### src/rtl/vga_pkg.sv
// Default 640x480@60 Hz timing, derived totals and sync positions, and the colour-bar palette
// shared by the VGA controller files.
package vga_pkg;

    localparam int H_ACTIVE_DEF = 640;
    localparam int H_FP_DEF     = 16;
    localparam int H_SYNC_DEF   = 96;
    localparam int H_BP_DEF     = 48;
    localparam int V_ACTIVE_DEF = 480;
    localparam int V_FP_DEF     = 10;
    localparam int V_SYNC_DEF   = 2;
    localparam int V_BP_DEF     = 33;
    localparam int RD_LAT_DEF   = 0;
    localparam logic SYNC_POL_DEF = 1'b0;

    localparam int H_TOTAL = H_ACTIVE_DEF + H_FP_DEF + H_SYNC_DEF + H_BP_DEF;
    localparam int V_TOTAL = V_ACTIVE_DEF + V_FP_DEF + V_SYNC_DEF + V_BP_DEF;

    // Sync windows are [START, END): END is the first position after the pulse.
    localparam int H_SYNC_START = H_ACTIVE_DEF + H_FP_DEF;
    localparam int H_SYNC_END   = H_SYNC_START + H_SYNC_DEF;
    localparam int V_SYNC_START = V_ACTIVE_DEF + V_FP_DEF;
    localparam int V_SYNC_END   = V_SYNC_START + V_SYNC_DEF;

    localparam int BAR_WIDTH = 80;
    localparam int BAR_COUNT = 8;

    localparam logic [23:0] BAR_WHITE   = 24'hFFFFFF;
    localparam logic [23:0] BAR_YELLOW  = 24'hFFFF00;
    localparam logic [23:0] BAR_CYAN    = 24'h00FFFF;
    localparam logic [23:0] BAR_GREEN   = 24'h00FF00;
    localparam logic [23:0] BAR_MAGENTA = 24'hFF00FF;
    localparam logic [23:0] BAR_RED     = 24'hFF0000;
    localparam logic [23:0] BAR_BLUE    = 24'h0000FF;
    localparam logic [23:0] BAR_BLACK   = 24'h000000;

    function automatic logic [23:0] bar_colour(input logic [2:0] idx);
        case (idx)
            3'd0:    return BAR_WHITE;
            3'd1:    return BAR_YELLOW;
            3'd2:    return BAR_CYAN;
            3'd3:    return BAR_GREEN;
            3'd4:    return BAR_MAGENTA;
            3'd5:    return BAR_RED;
            3'd6:    return BAR_BLUE;
            default: return BAR_BLACK;
        endcase
    endfunction

endpackage

### src/rtl/vga_if.sv
// Frame-buffer read port and video output bundle between the VGA controller and its surroundings.
// The read is unconditional every pixel clock: there is no valid/ready pair on this path.
interface vga_if;
    logic [9:0]  h_addr;
    logic [8:0]  v_addr;
    logic [23:0] vga_data;
    logic        TestMode;
    logic        vga_hsync;
    logic        vga_vsync;
    logic        vga_blank_n;
    logic [7:0]  vga_r;
    logic [7:0]  vga_g;
    logic [7:0]  vga_b;
    logic        FrameStart;

    modport master (
        output h_addr, v_addr, vga_hsync, vga_vsync, vga_blank_n,
        output vga_r, vga_g, vga_b, FrameStart,
        input  vga_data, TestMode
    );

    modport slave (
        input  h_addr, v_addr, vga_hsync, vga_vsync, vga_blank_n,
        input  vga_r, vga_g, vga_b, FrameStart,
        output vga_data, TestMode
    );
endinterface

### src/rtl/vga_delay_line.sv
// Width/depth-parameterised shift register with synchronous clear; depth 0 is a plain wire.
module vga_delay_line #(
    parameter int WIDTH = 1,
    parameter int DEPTH = 0
) (
    input  logic             Clk,
    input  logic             Rst,
    input  logic [WIDTH-1:0] i_data,
    output logic [WIDTH-1:0] o_data
);
    generate
        if (DEPTH == 0) begin : g_pass
            logic w_unused_clk_rst;
            assign w_unused_clk_rst = Clk ^ Rst;
            assign o_data = i_data;
        end else begin : g_shift
            logic [WIDTH-1:0] r_stage [DEPTH];

            always_ff @(posedge Clk) begin
                if (Rst) begin
                    for (int i = 0; i < DEPTH; i++) r_stage[i] <= '0;
                end else begin
                    r_stage[0] <= i_data;
                    for (int i = 1; i < DEPTH; i++) r_stage[i] <= r_stage[i-1];
                end
            end

            assign o_data = r_stage[DEPTH-1];
        end
    endgenerate
endmodule

### src/rtl/vga_ctrl.sv
// VGA timing generator and registered pixel output stage, aligned to a RD_LAT-cycle frame-buffer read.
// Defining VGA_TEST_PATTERN_EN adds an 8-bar colour pattern selected by TestMode.
module vga_ctrl
    import vga_pkg::*;
#(
    parameter int   H_ACTIVE = H_ACTIVE_DEF,
    parameter int   H_FP     = H_FP_DEF,
    parameter int   H_SYNC   = H_SYNC_DEF,
    parameter int   H_BP     = H_BP_DEF,
    parameter int   V_ACTIVE = V_ACTIVE_DEF,
    parameter int   V_FP     = V_FP_DEF,
    parameter int   V_SYNC   = V_SYNC_DEF,
    parameter int   V_BP     = V_BP_DEF,
    parameter int   RD_LAT   = RD_LAT_DEF,
    parameter logic SYNC_POL = SYNC_POL_DEF
) (
    input  logic  Clk,
    input  logic  Rst,
    vga_if.master vga
);
    localparam int HT       = H_ACTIVE + H_FP + H_SYNC + H_BP;
    localparam int VT       = V_ACTIVE + V_FP + V_SYNC + V_BP;
    localparam int HS_START = H_ACTIVE + H_FP;
    localparam int HS_END   = HS_START + H_SYNC;
    localparam int VS_START = V_ACTIVE + V_FP;
    localparam int VS_END   = VS_START + V_SYNC;
    localparam int HW       = $clog2(HT);
    localparam int VW       = $clog2(VT);
    localparam logic [HW-1:0] H_LAST = HW'(HT - 1);
    localparam logic [VW-1:0] V_LAST = VW'(VT - 1);

    // Bundle layout: {bar (pattern builds only), frame, active, vsync, hsync}
    localparam int F_HS  = 0;
    localparam int F_VS  = 1;
    localparam int F_ACT = 2;
    localparam int F_FRM = 3;
`ifdef VGA_TEST_PATTERN_EN
    localparam int FW = 7;
`else
    localparam int FW = 4;
`endif

    logic [HW-1:0] r_h_cnt;
    logic [VW-1:0] r_v_cnt;
    logic [31:0]   w_h;
    logic [31:0]   w_v;
    logic          w_active;
    logic          w_hs;
    logic          w_vs;
    logic          w_frame;
    logic [FW-1:0] w_flags_in;
    logic [FW-1:0] w_flags_dly;
    logic [23:0]   w_pixel;

    logic          r_hsync;
    logic          r_vsync;
    logic          r_blank_n;
    logic          r_frame;
    logic [23:0]   r_rgb;

    always_ff @(posedge Clk) begin
        if (Rst) begin
            r_h_cnt <= '0;
            r_v_cnt <= '0;
        end else if (r_h_cnt == H_LAST) begin
            r_h_cnt <= '0;
            r_v_cnt <= (r_v_cnt == V_LAST) ? '0 : r_v_cnt + 1'b1;
        end else begin
            r_h_cnt <= r_h_cnt + 1'b1;
        end
    end

    assign w_h      = 32'(r_h_cnt);
    assign w_v      = 32'(r_v_cnt);
    assign w_active = (w_h < H_ACTIVE) && (w_v < V_ACTIVE);
    assign w_hs     = (w_h >= HS_START) && (w_h < HS_END);
    assign w_vs     = (w_v >= VS_START) && (w_v < VS_END);
    assign w_frame  = (r_h_cnt == '0) && (r_v_cnt == '0);

    // Addresses leave straight from the counters so the buffer sees them in the counting cycle.
    assign vga.h_addr = w_active ? 10'(r_h_cnt) : '0;
    assign vga.v_addr = w_active ? 9'(r_v_cnt) : '0;

`ifdef VGA_TEST_PATTERN_EN
    logic [31:0] w_bar_idx;
    logic [2:0]  w_bar;
    assign w_bar_idx  = w_h / BAR_WIDTH;
    assign w_bar      = (w_bar_idx > (BAR_COUNT - 1)) ? 3'(BAR_COUNT - 1) : w_bar_idx[2:0];
    assign w_flags_in = {w_bar, w_frame, w_active, w_vs, w_hs};
`else
    logic w_unused_test_mode;
    assign w_unused_test_mode = vga.TestMode;
    assign w_flags_in = {w_frame, w_active, w_vs, w_hs};
`endif

    vga_delay_line #(
        .WIDTH (FW),
        .DEPTH (RD_LAT)
    ) u_align (
        .Clk    (Clk),
        .Rst    (Rst),
        .i_data (w_flags_in),
        .o_data (w_flags_dly)
    );

    always_comb begin
        w_pixel = vga.vga_data;
`ifdef VGA_TEST_PATTERN_EN
        if (vga.TestMode) w_pixel = bar_colour(w_flags_dly[6:4]);
`endif
    end

    always_ff @(posedge Clk) begin
        if (Rst) begin
            r_hsync   <= ~SYNC_POL;
            r_vsync   <= ~SYNC_POL;
            r_blank_n <= 1'b0;
            r_frame   <= 1'b0;
            r_rgb     <= '0;
        end else begin
            r_hsync   <= w_flags_dly[F_HS] ? SYNC_POL : ~SYNC_POL;
            r_vsync   <= w_flags_dly[F_VS] ? SYNC_POL : ~SYNC_POL;
            r_blank_n <= w_flags_dly[F_ACT];
            r_frame   <= w_flags_dly[F_FRM];
            r_rgb     <= w_flags_dly[F_ACT] ? w_pixel : '0;
        end
    end

    assign vga.vga_hsync   = r_hsync;
    assign vga.vga_vsync   = r_vsync;
    assign vga.vga_blank_n = r_blank_n;
    assign vga.FrameStart  = r_frame;
    assign vga.vga_r       = r_rgb[23:16];
    assign vga.vga_g       = r_rgb[15:8];
    assign vga.vga_b       = r_rgb[7:0];
endmodule

### src/flat_wrapper.sv
// flat-port wrapper written by rule: the top's interface ports become plain ports
module vga_ctrl_flat import vga_pkg::*;
#(
    parameter int   H_ACTIVE = H_ACTIVE_DEF,
    parameter int   H_FP     = H_FP_DEF,
    parameter int   H_SYNC   = H_SYNC_DEF,
    parameter int   H_BP     = H_BP_DEF,
    parameter int   V_ACTIVE = V_ACTIVE_DEF,
    parameter int   V_FP     = V_FP_DEF,
    parameter int   V_SYNC   = V_SYNC_DEF,
    parameter int   V_BP     = V_BP_DEF,
    parameter int   RD_LAT   = RD_LAT_DEF,
    parameter logic SYNC_POL = SYNC_POL_DEF
)
  (Clk, Rst, vga_h_addr, vga_v_addr, vga_vga_hsync, vga_vga_vsync, vga_vga_blank_n, vga_vga_r, vga_vga_g, vga_vga_b, vga_FrameStart, vga_vga_data, vga_TestMode);
  vga_if vga_i ();
  input  logic Clk;
  input  logic Rst;
  output wire logic [$bits(vga_i.h_addr)-1:0] vga_h_addr;
  output wire logic [$bits(vga_i.v_addr)-1:0] vga_v_addr;
  output wire logic [$bits(vga_i.vga_hsync)-1:0] vga_vga_hsync;
  output wire logic [$bits(vga_i.vga_vsync)-1:0] vga_vga_vsync;
  output wire logic [$bits(vga_i.vga_blank_n)-1:0] vga_vga_blank_n;
  output wire logic [$bits(vga_i.vga_r)-1:0] vga_vga_r;
  output wire logic [$bits(vga_i.vga_g)-1:0] vga_vga_g;
  output wire logic [$bits(vga_i.vga_b)-1:0] vga_vga_b;
  output wire logic [$bits(vga_i.FrameStart)-1:0] vga_FrameStart;
  input wire logic [$bits(vga_i.vga_data)-1:0] vga_vga_data;
  input wire logic [$bits(vga_i.TestMode)-1:0] vga_TestMode;
  assign vga_h_addr = vga_i.h_addr;
  assign vga_v_addr = vga_i.v_addr;
  assign vga_vga_hsync = vga_i.vga_hsync;
  assign vga_vga_vsync = vga_i.vga_vsync;
  assign vga_vga_blank_n = vga_i.vga_blank_n;
  assign vga_vga_r = vga_i.vga_r;
  assign vga_vga_g = vga_i.vga_g;
  assign vga_vga_b = vga_i.vga_b;
  assign vga_FrameStart = vga_i.FrameStart;
  assign vga_i.vga_data = vga_vga_data;
  assign vga_i.TestMode = vga_TestMode;
  vga_ctrl #(.H_ACTIVE(H_ACTIVE), .H_FP(H_FP), .H_SYNC(H_SYNC), .H_BP(H_BP), .V_ACTIVE(V_ACTIVE), .V_FP(V_FP), .V_SYNC(V_SYNC), .V_BP(V_BP), .RD_LAT(RD_LAT), .SYNC_POL(SYNC_POL)) u_core (.Clk(Clk), .Rst(Rst), .vga(vga_i));
endmodule
### config.mk
export PLATFORM = sky130hd
export DESIGN_NAME = vga_ctrl_flat
export DESIGN_NICKNAME = d
export VERILOG_FILES = /design/src/rtl/vga_pkg.sv /design/src/rtl/vga_if.sv /design/src/rtl/vga_delay_line.sv /design/src/rtl/vga_ctrl.sv /design/src/flat_wrapper.sv
export SDC_FILE = /design/constraint.sdc
export NUM_CORES = 1
export LEC_CHECK = 0
export BUFFER_PORTS_ARGS = -buffer_cell sky130_fd_sc_hd__buf_2
export CORE_MARGIN = 5
export CORE_UTILIZATION = 23
export DETAILED_ROUTE_END_ITERATION = 8
export PLACE_DENSITY = 0.41
export SLEW_MARGIN = 20
export SYNTH_ARGS = -nofsm -noshare
export SYNTH_HDL_FRONTEND = slang
export SYNTH_SLANG_ARGS = --single-unit
export TNS_END_PERCENT = 100
### constraint.sdc
create_clock -name Clk -period 1.9 [get_ports Clk]
set_clock_uncertainty 0.2 [all_clocks]
set_input_delay 0 -clock Clk [delete_from_list [all_inputs] [get_ports Clk]]
set_output_delay 0 -clock Clk [all_outputs]
set_load 0.05 [all_outputs]
==> results.py, run 1 <==
metrics = {
    "grt": {
        "antenna_found_initial": 0,
        "grt_pass1_wl_um": 9880,
        "grt_max_degree": 26,
        "grt_pass1_vias": 2007,
        "track_usage": 0.1121,
        "gr-total-overflow": 0,
    },
    "floorplan": {
        "fp-row-count": 34,
        "start_util": 0.2347,
        "io_pins": 74,
        "dieArea_um2": 10790,
        "die_w_um": 103.9,
        "core_region_area_um2": 8636,
        "fp.dieH_um": 103.9,
    },
    "yosys": {
        "synth_top_family_by_area": "simple AND/OR/NAND/NOR gates",
        "synthesis.area_um2": 2027,
        "ys_warn_count": 0,
        "ys_types": 38,
        "syn_avg_cell_area_um2": 9.561,
        "synthAdderAreaFrac": 0.02469,
        "synth.area.mux_share": 0.004938,
        "synth_flop_cell": "dfxtp_1",
        "synth_edf_count": 0,
        "synth_seq_cells": 48,
        "syn_nets": 243,
        "synthArstFlopShare": 0,
        "synthXorXnorAreaFrac": 0.06049,
        "yosysSeqAreaShare": 0.4741,
        "synthSimpleGateAreaFrac": 0.3451,
        "synthCells": 212,
        "synth-compound-area-share": 0.03025,
    },
    "clocking": {
        "clk_pin_slew_worst_paths_ns": 0.09,
        "cts.path.max_buffers": 2,
        "cts_sinks": 48,
        "cts_root_buf": "clkbuf_8",
        "cts-htree-levels": 2,
        "numCtsBuffers": 5,
        "cts_tree": "built",
        "clk_latency_ns": 0.30,
    },
    "setup_path": {
        "reg2reg_slack_ns": 0.09,
        "worstPathArrival_ns": 1.80,
        "worst-setup-path-type": "reg -> reg",
        "end_kind": "flop",
        "start_kind": "flop",
        "critPathMaxFanout": 8,
        "cp.required_ns": 1.89,
    },
    "placed_design": {
        "place_area_um2": 2666,
        "port_buffers": 72,
        "place_congestion": 0.7703,
        "dp_hpwl_um": 4244,
    },
    "routing": {
        "routedWlPerCell_um": 13.43,
        "drc": 0,
        "drtAntennaViolNets": 0,
        "firstDrtPassIters": 4,
        "num_vias": 1891,
        "vias_per_cell": 4.240,
        "routed_wl_um": 5991,
        "drt_iter0_drc": 79,
    },
    "power": {
        "power_density_nw_per_um2": 686.4,
        "switching_share": 0.2635,
        "p_seq_frac": 0.490,
        "power.total_mw": 2.155,
        "p_clk_frac": 0.367,
        "leakage_nw": 1.396,
        "p_int_mw": 1.587,
        "comb_power_share": 0.143,
        "switchingPower_uw": 567.8,
        "ir_worst_vdd_mv": 0.4562,
    },
    "finish": {
        "final_area_um2": 3139,
        "final_common_cell": "buf_2",
        "nNetsFinal": 368,
        "syn2layout_area_growth_pct": 54.88,
        "antenna_cells": 0,
        "layout_common_cells": "buf_2, dfxtp_1, buf_4",
        "drive_gt1_frac": 0.3876,
    },
    "job": {
        "cap_violations": 0,
    },
    "timing": {
        "setup_violations": 0,
        "slew_headroom": 0.5094,
        "max_freq_ghz": 0.5530,
        "worst_pin_slew_ns": 0.7335,
        "fin_crit_sh": 0.9518,
        "slew_viol_final": 0,
        "final-hold-violation-count": 0,
        "min_period_ns": 1.808,
        "rsz0062_at_grt": "false",
    },
    "status": {
        "outcome": "finished, final reports clean",
    },
    "hold_path": {
        "min-delay-path-class": "in -> reg",
    },
}
cell usage after synthesis, types with 2 or more instances:
library cell / number / area share
ha_1: 4 / 0.025
xor2_1: 4 / 0.017
nand4_1: 9 / 0.028
dfxtp_1: 48 / 0.47
nand4b_1: 2 / 0.0086
and2_1: 37 / 0.11
nand3_1: 7 / 0.017
nor4_1: 5 / 0.015
nand2_1: 7 / 0.013
and4_1: 2 / 0.0086
a21oi_1: 4 / 0.0099
xnor2_1: 10 / 0.043
clkbuf_2: 3 / 0.0074
buf_6: 3 / 0.017
and3_1: 3 / 0.0093
o21ai_0: 3 / 0.0074
nor2_1: 15 / 0.028
or3_1: 3 / 0.0093
clkbuf_1: 5 / 0.0093
nor3_1: 15 / 0.037
inv_1: 6 / 0.011
routing by layer:
layer / track usage / share of wire
met5: 0 / 0
met4: 0.03330 / 0.0080
met3: 0.05028 / 0.12
met2: 0.1662 / 0.43
met1: 0.1462 / 0.45
power groups by stage:
stage / Sequential (mW) / Clock [mW] / Combinational (mW)
after floorplan: 1.19 / 0 / 0.0712
after global placement: 1.08 / 0 / 0.266
after detailed placement: 1.08 / 0 / 0.267
after CTS: 1.05 / 0.824 / 0.307
after global routing: 1.06 / 0.862 / 0.333
final: 1.06 / 0.790 / 0.309
cell families after synthesis:
family	Yosys count
AO/OA/AOI/OAI	9
XOR/XNOR	14
adder cells (fa/ha/maj)	4
buffers and inverters	20
flip-flops	48
multiplexers	1
AND/OR/NAND/NOR	116
layout make-up:
type,instances,area (um^2)
clock inverter,2,38.79
inverter,6,22.52
multi-input combinational,144,1017
timing repair buffer,132,880.8
fill,908,5497
clock buffer,6,82.58
sequential,48,962.2
tap,108,135.1
registers in the layout, summed over array words and instances, names as in the netlist:
name,count
u_core.vga.vga_blank_n,1
u_core.vga.vga_hsync,1
u_core.vga.vga_vsync,1
u_core.r_rgb,24
u_core.vga.FrameStart,1
u_core.r_v_cnt,10
u_core.r_h_cnt,10
critical path, stage by stage (launching register included):
cell and delay (ns):
dfxtp_1 0.34, or3_4 0.43, or3_4 0.40, o21bai_4 0.24, nor2_1 0.08
worst paths after layout:
path / endpoint / from / cells past startpoint
max reg2reg: u_core.r_v_cnt[5] / u_core.r_h_cnt[7] / 4
min reg2reg: u_core.vga.vga_vsync / u_core.r_v_cnt[3] / 1
min: u_core.r_rgb[0] / vga_vga_data[0] / 3
max: u_core.r_v_cnt[5] / u_core.r_h_cnt[7] / 4
through the flow:
step	setup slack, ns	hold WS (ns)	instances	util	setup TNS (ns)
3_3_place_gp	-0.1225	-0.0007804	409	0.3080	-3.139
3_5_place_dp	-0.08802	0.001844	409	0.3088	-0.7843
2_1_floorplan	-0.08335	-0.1303	212	-	-0.4168
4_1_cts	0.02187	0.2072	445	0.3571	0
6_report	0.09162	0.2243	446	0.3635	0
5_1_grt	0.007407	0.2212	446	0.3635	0
what timing repair did:
item                       4_1_cts  5_1_grt
hold buffers                    25        0
pin swaps                        1        3
buffers inserted                 3        1
setup endpoints to repair       22       19
gates resized for setup          5       12
hold endpoints to repair        37        0
(Power assumes the default switching activity.)
==> run 2: changes to the inputs <==
--- a/config.mk
+++ b/config.mk
@@ -5,11 +5,12 @@
 export SDC_FILE = /design/constraint.sdc
 export NUM_CORES = 1
 export LEC_CHECK = 0
-export BUFFER_PORTS_ARGS = -buffer_cell sky130_fd_sc_hd__buf_2
 export CORE_MARGIN = 5
 export CORE_UTILIZATION = 23
+export CTS_CLUSTER_DIAMETER = 60
 export DETAILED_ROUTE_END_ITERATION = 8
-export PLACE_DENSITY = 0.41
+export DONT_BUFFER_PORTS = 1
+export PLACE_DENSITY = 0.33
 export SLEW_MARGIN = 20
 export SYNTH_ARGS = -nofsm -noshare
 export SYNTH_HDL_FRONTEND = slang
==> run 2 against run 1 <==
Compared with the run above: global-route usage decreased by 1.3 points; clock power increased by 8.2%; sequential share of layout area about the same; critical path type unchanged; flip-flop and latch count unchanged; via count decreased by 10%; setup slack got worse by 0.077 ns; non-clock buffer count decreased by 52; maximum frequency decreased by 4.1%; power increased by 1.2%; first-iteration DRC count decreased by 42%.
==> results.py, run 2 (synthesized netlist as in run 1, its figures left out) <==
metrics = {
    "status": {
        "outcome": "finished, final reports clean",
    },
    "job": {
        "cap_violations": 0,
    },
    "finish": {
        "drive_gt1_frac": 0.3007,
        "syn2layout_area_growth_pct": 54.88,
        "final_area_um2": 3139,
        "layout_common_cells": "dfxtp_1, buf_4, and2_1",
        "final_common_cell": "dfxtp_1",
        "largest_reg_flops": 24,
        "fillers": 856,
        "largestRegisters": "u_core.r_rgb x24, u_core.r_h_cnt x10, u_core.r_v_cnt x10",
        "largest-register": "u_core.r_rgb",
        "nNetsFinal": 317,
        "antenna_cells": 0,
    },
    "clocking": {
        "clk_latency_ns": 0.30,
        "cts.path.max_buffers": 2,
        "cts_tree": "built",
        "cts_sinks": 48,
        "numCtsBuffers": 5,
        "cts-htree-levels": 2,
        "clk_pin_slew_worst_paths_ns": 0.09,
        "cts_root_buf": "clkbuf_8",
    },
    "power": {
        "p_clk_frac": 0.392,
        "ir_worst_vdd_mv": 0.3292,
        "p_int_mw": 1.650,
        "leakage_nw": 1.215,
        "power_density_nw_per_um2": 694.5,
        "switching_share": 0.2433,
        "p_seq_frac": 0.537,
        "switchingPower_uw": 530.3,
        "comb_power_share": 0.071,
    },
    "timing": {
        "min_period_ns": 1.885,
        "setup_ws_ns": 0.01506,
        "max_freq_ghz": 0.5305,
        "rsz0062_at_grt": "true",
        "slew_headroom": 0.5863,
        "setup_violations": 0,
        "slew_viol_final": 0,
        "setup-tns-final_ns": 0,
        "final-hold-violation-count": 0,
        "worst_pin_slew_ns": 0.6185,
        "fin_crit_sh": 0.9921,
    },
    "grt": {
        "grt_pass1_vias": 1736,
        "grt_max_degree": 26,
        "antenna_found_initial": 0,
        "track_usage": 0.09946,
        "gr-total-overflow": 0,
        "grt_pass1_wl_um": 8769,
    },
    "routing": {
        "routedWlPerCell_um": 14.15,
        "num_vias": 1699,
        "firstDrtPassIters": 4,
        "drtAntennaViolNets": 0,
        "drt_iter0_drc": 46,
        "routed_wl_um": 5575,
        "drc": 0,
        "vias_per_cell": 4.312,
    },
    "floorplan": {
        "fp-row-count": 34,
        "die_w_um": 103.9,
        "start_util": 0.2347,
        "dieArea_um2": 10790,
        "io_pins": 74,
        "core_region_area_um2": 8636,
        "fp.dieH_um": 103.9,
    },
    "setup_path": {
        "cp_top_family": "simple AND/OR/NAND/NOR gates",
        "start_kind": "flop",
        "cp.required_ns": 1.87,
        "worstPathArrival_ns": 1.85,
        "r2r_cells": 5,
        "end_kind": "flop",
        "worst-setup-path-type": "reg -> reg",
        "critPathMaxFanout": 4,
        "cp.depth": 5,
        "crit_buf_inv": 1,
        "cpMaxStageDelayCell": "or3_4",
        "path_cells": "or3_4 > buf_4 > nor4_4 > mux2i_1 > nor3_2",
        "critical_path.max_stage_delay_ns": 0.41,
    },
    "hold_path": {
        "min-delay-path-class": "in -> reg",
        "hold_depth": 2,
    },
    "placed_design": {
        "place_area_um2": 2623,
        "place_congestion": 0.7226,
        "dp_hpwl_um": 3859,
        "port_buffers": 0,
        "pre_cts_slack_ns": -0.02627,
    },
}
## run 2: final cells by class
type / count / area [um^2] / share of cell area
multi-input combinational: 145 / 1050 / 0.3344
sequential: 48 / 963.4 / 0.3069
clock buffer: 5 / 68.82 / 0.02192
clock inverter: 2 / 60.06 / 0.01913
tap: 108 / 135.1 / 0.04305
inverter: 6 / 22.52 / 0.007174
timing repair buffer: 80 / 839.6 / 0.2674
## run 2: worst register-to-register path: cells and delay by family (launching register included)
kind / cells / cell delay, ns
and+or+nand+nor: 3 / 0.79
DFF: 1 / 0.33
muxes: 1 / 0.26
buffers and inverters: 1 / 0.17
## run 2: per-layer routing
| layer | part of all wire | vias to the layer above | track usage |
|---|---|---|---|
| met4 | 0.0041 | 0 | 0.02220 |
| li1 | - | 857 | - |
| met1 | 0.43 | 777 | 0.1228 |
| met2 | 0.48 | 63 | 0.1630 |
| met3 | 0.086 | 2 | 0.03973 |
| met5 | 0 | - | 0 |
## run 2: stage by stage
step,std cells,utilization,hold slack [ns],power [mW]
2_1_floorplan,212,-,-0.1303,1.257
3_3_place_gp,355,0.3037,-0.1236,1.298
3_5_place_dp,355,0.3037,-0.1263,1.296
4_1_cts,390,0.3527,-0.4533,2.213
5_1_grt,394,0.3635,0.1033,2.280
6_report,394,0.3635,0.1109,2.180
## run 2: final timing paths
path                          start                end  slack [ns]
setup / recovery  u_core.r_h_cnt[5]  u_core.r_v_cnt[7]        0.02
hold reg to reg   u_core.r_v_cnt[9]  u_core.r_v_cnt[9]        0.33
hold / removal                  Rst  u_core.r_h_cnt[4]        0.11
setup reg to reg  u_core.r_h_cnt[5]  u_core.r_v_cnt[7]        0.02
## run 2: what timing repair did
| item | CTS | global route |
|---|---|---|
| setup buffers | 0 | 2 |
| resized for setup | 3 | 16 |
| pin swaps | 0 | 4 |
| cloned | 0 | 1 |
| setup endpoints to repair | 15 | 23 |
| hold buffers | 28 | 1 |
| endpoints found under the hold margin | 48 | 43 |
## run 2: power by group through the flow
stage | Clock (mW) | Combinational, mW | Sequential (mW)
after floorplan | 0 | 0.0712 | 1.19
after global routing | 0.934 | 0.171 | 1.18
final | 0.855 | 0.155 | 1.17
after CTS | 0.899 | 0.146 | 1.17
after detailed placement | 0 | 0.106 | 1.19
after global placement | 0 | 0.105 | 1.19
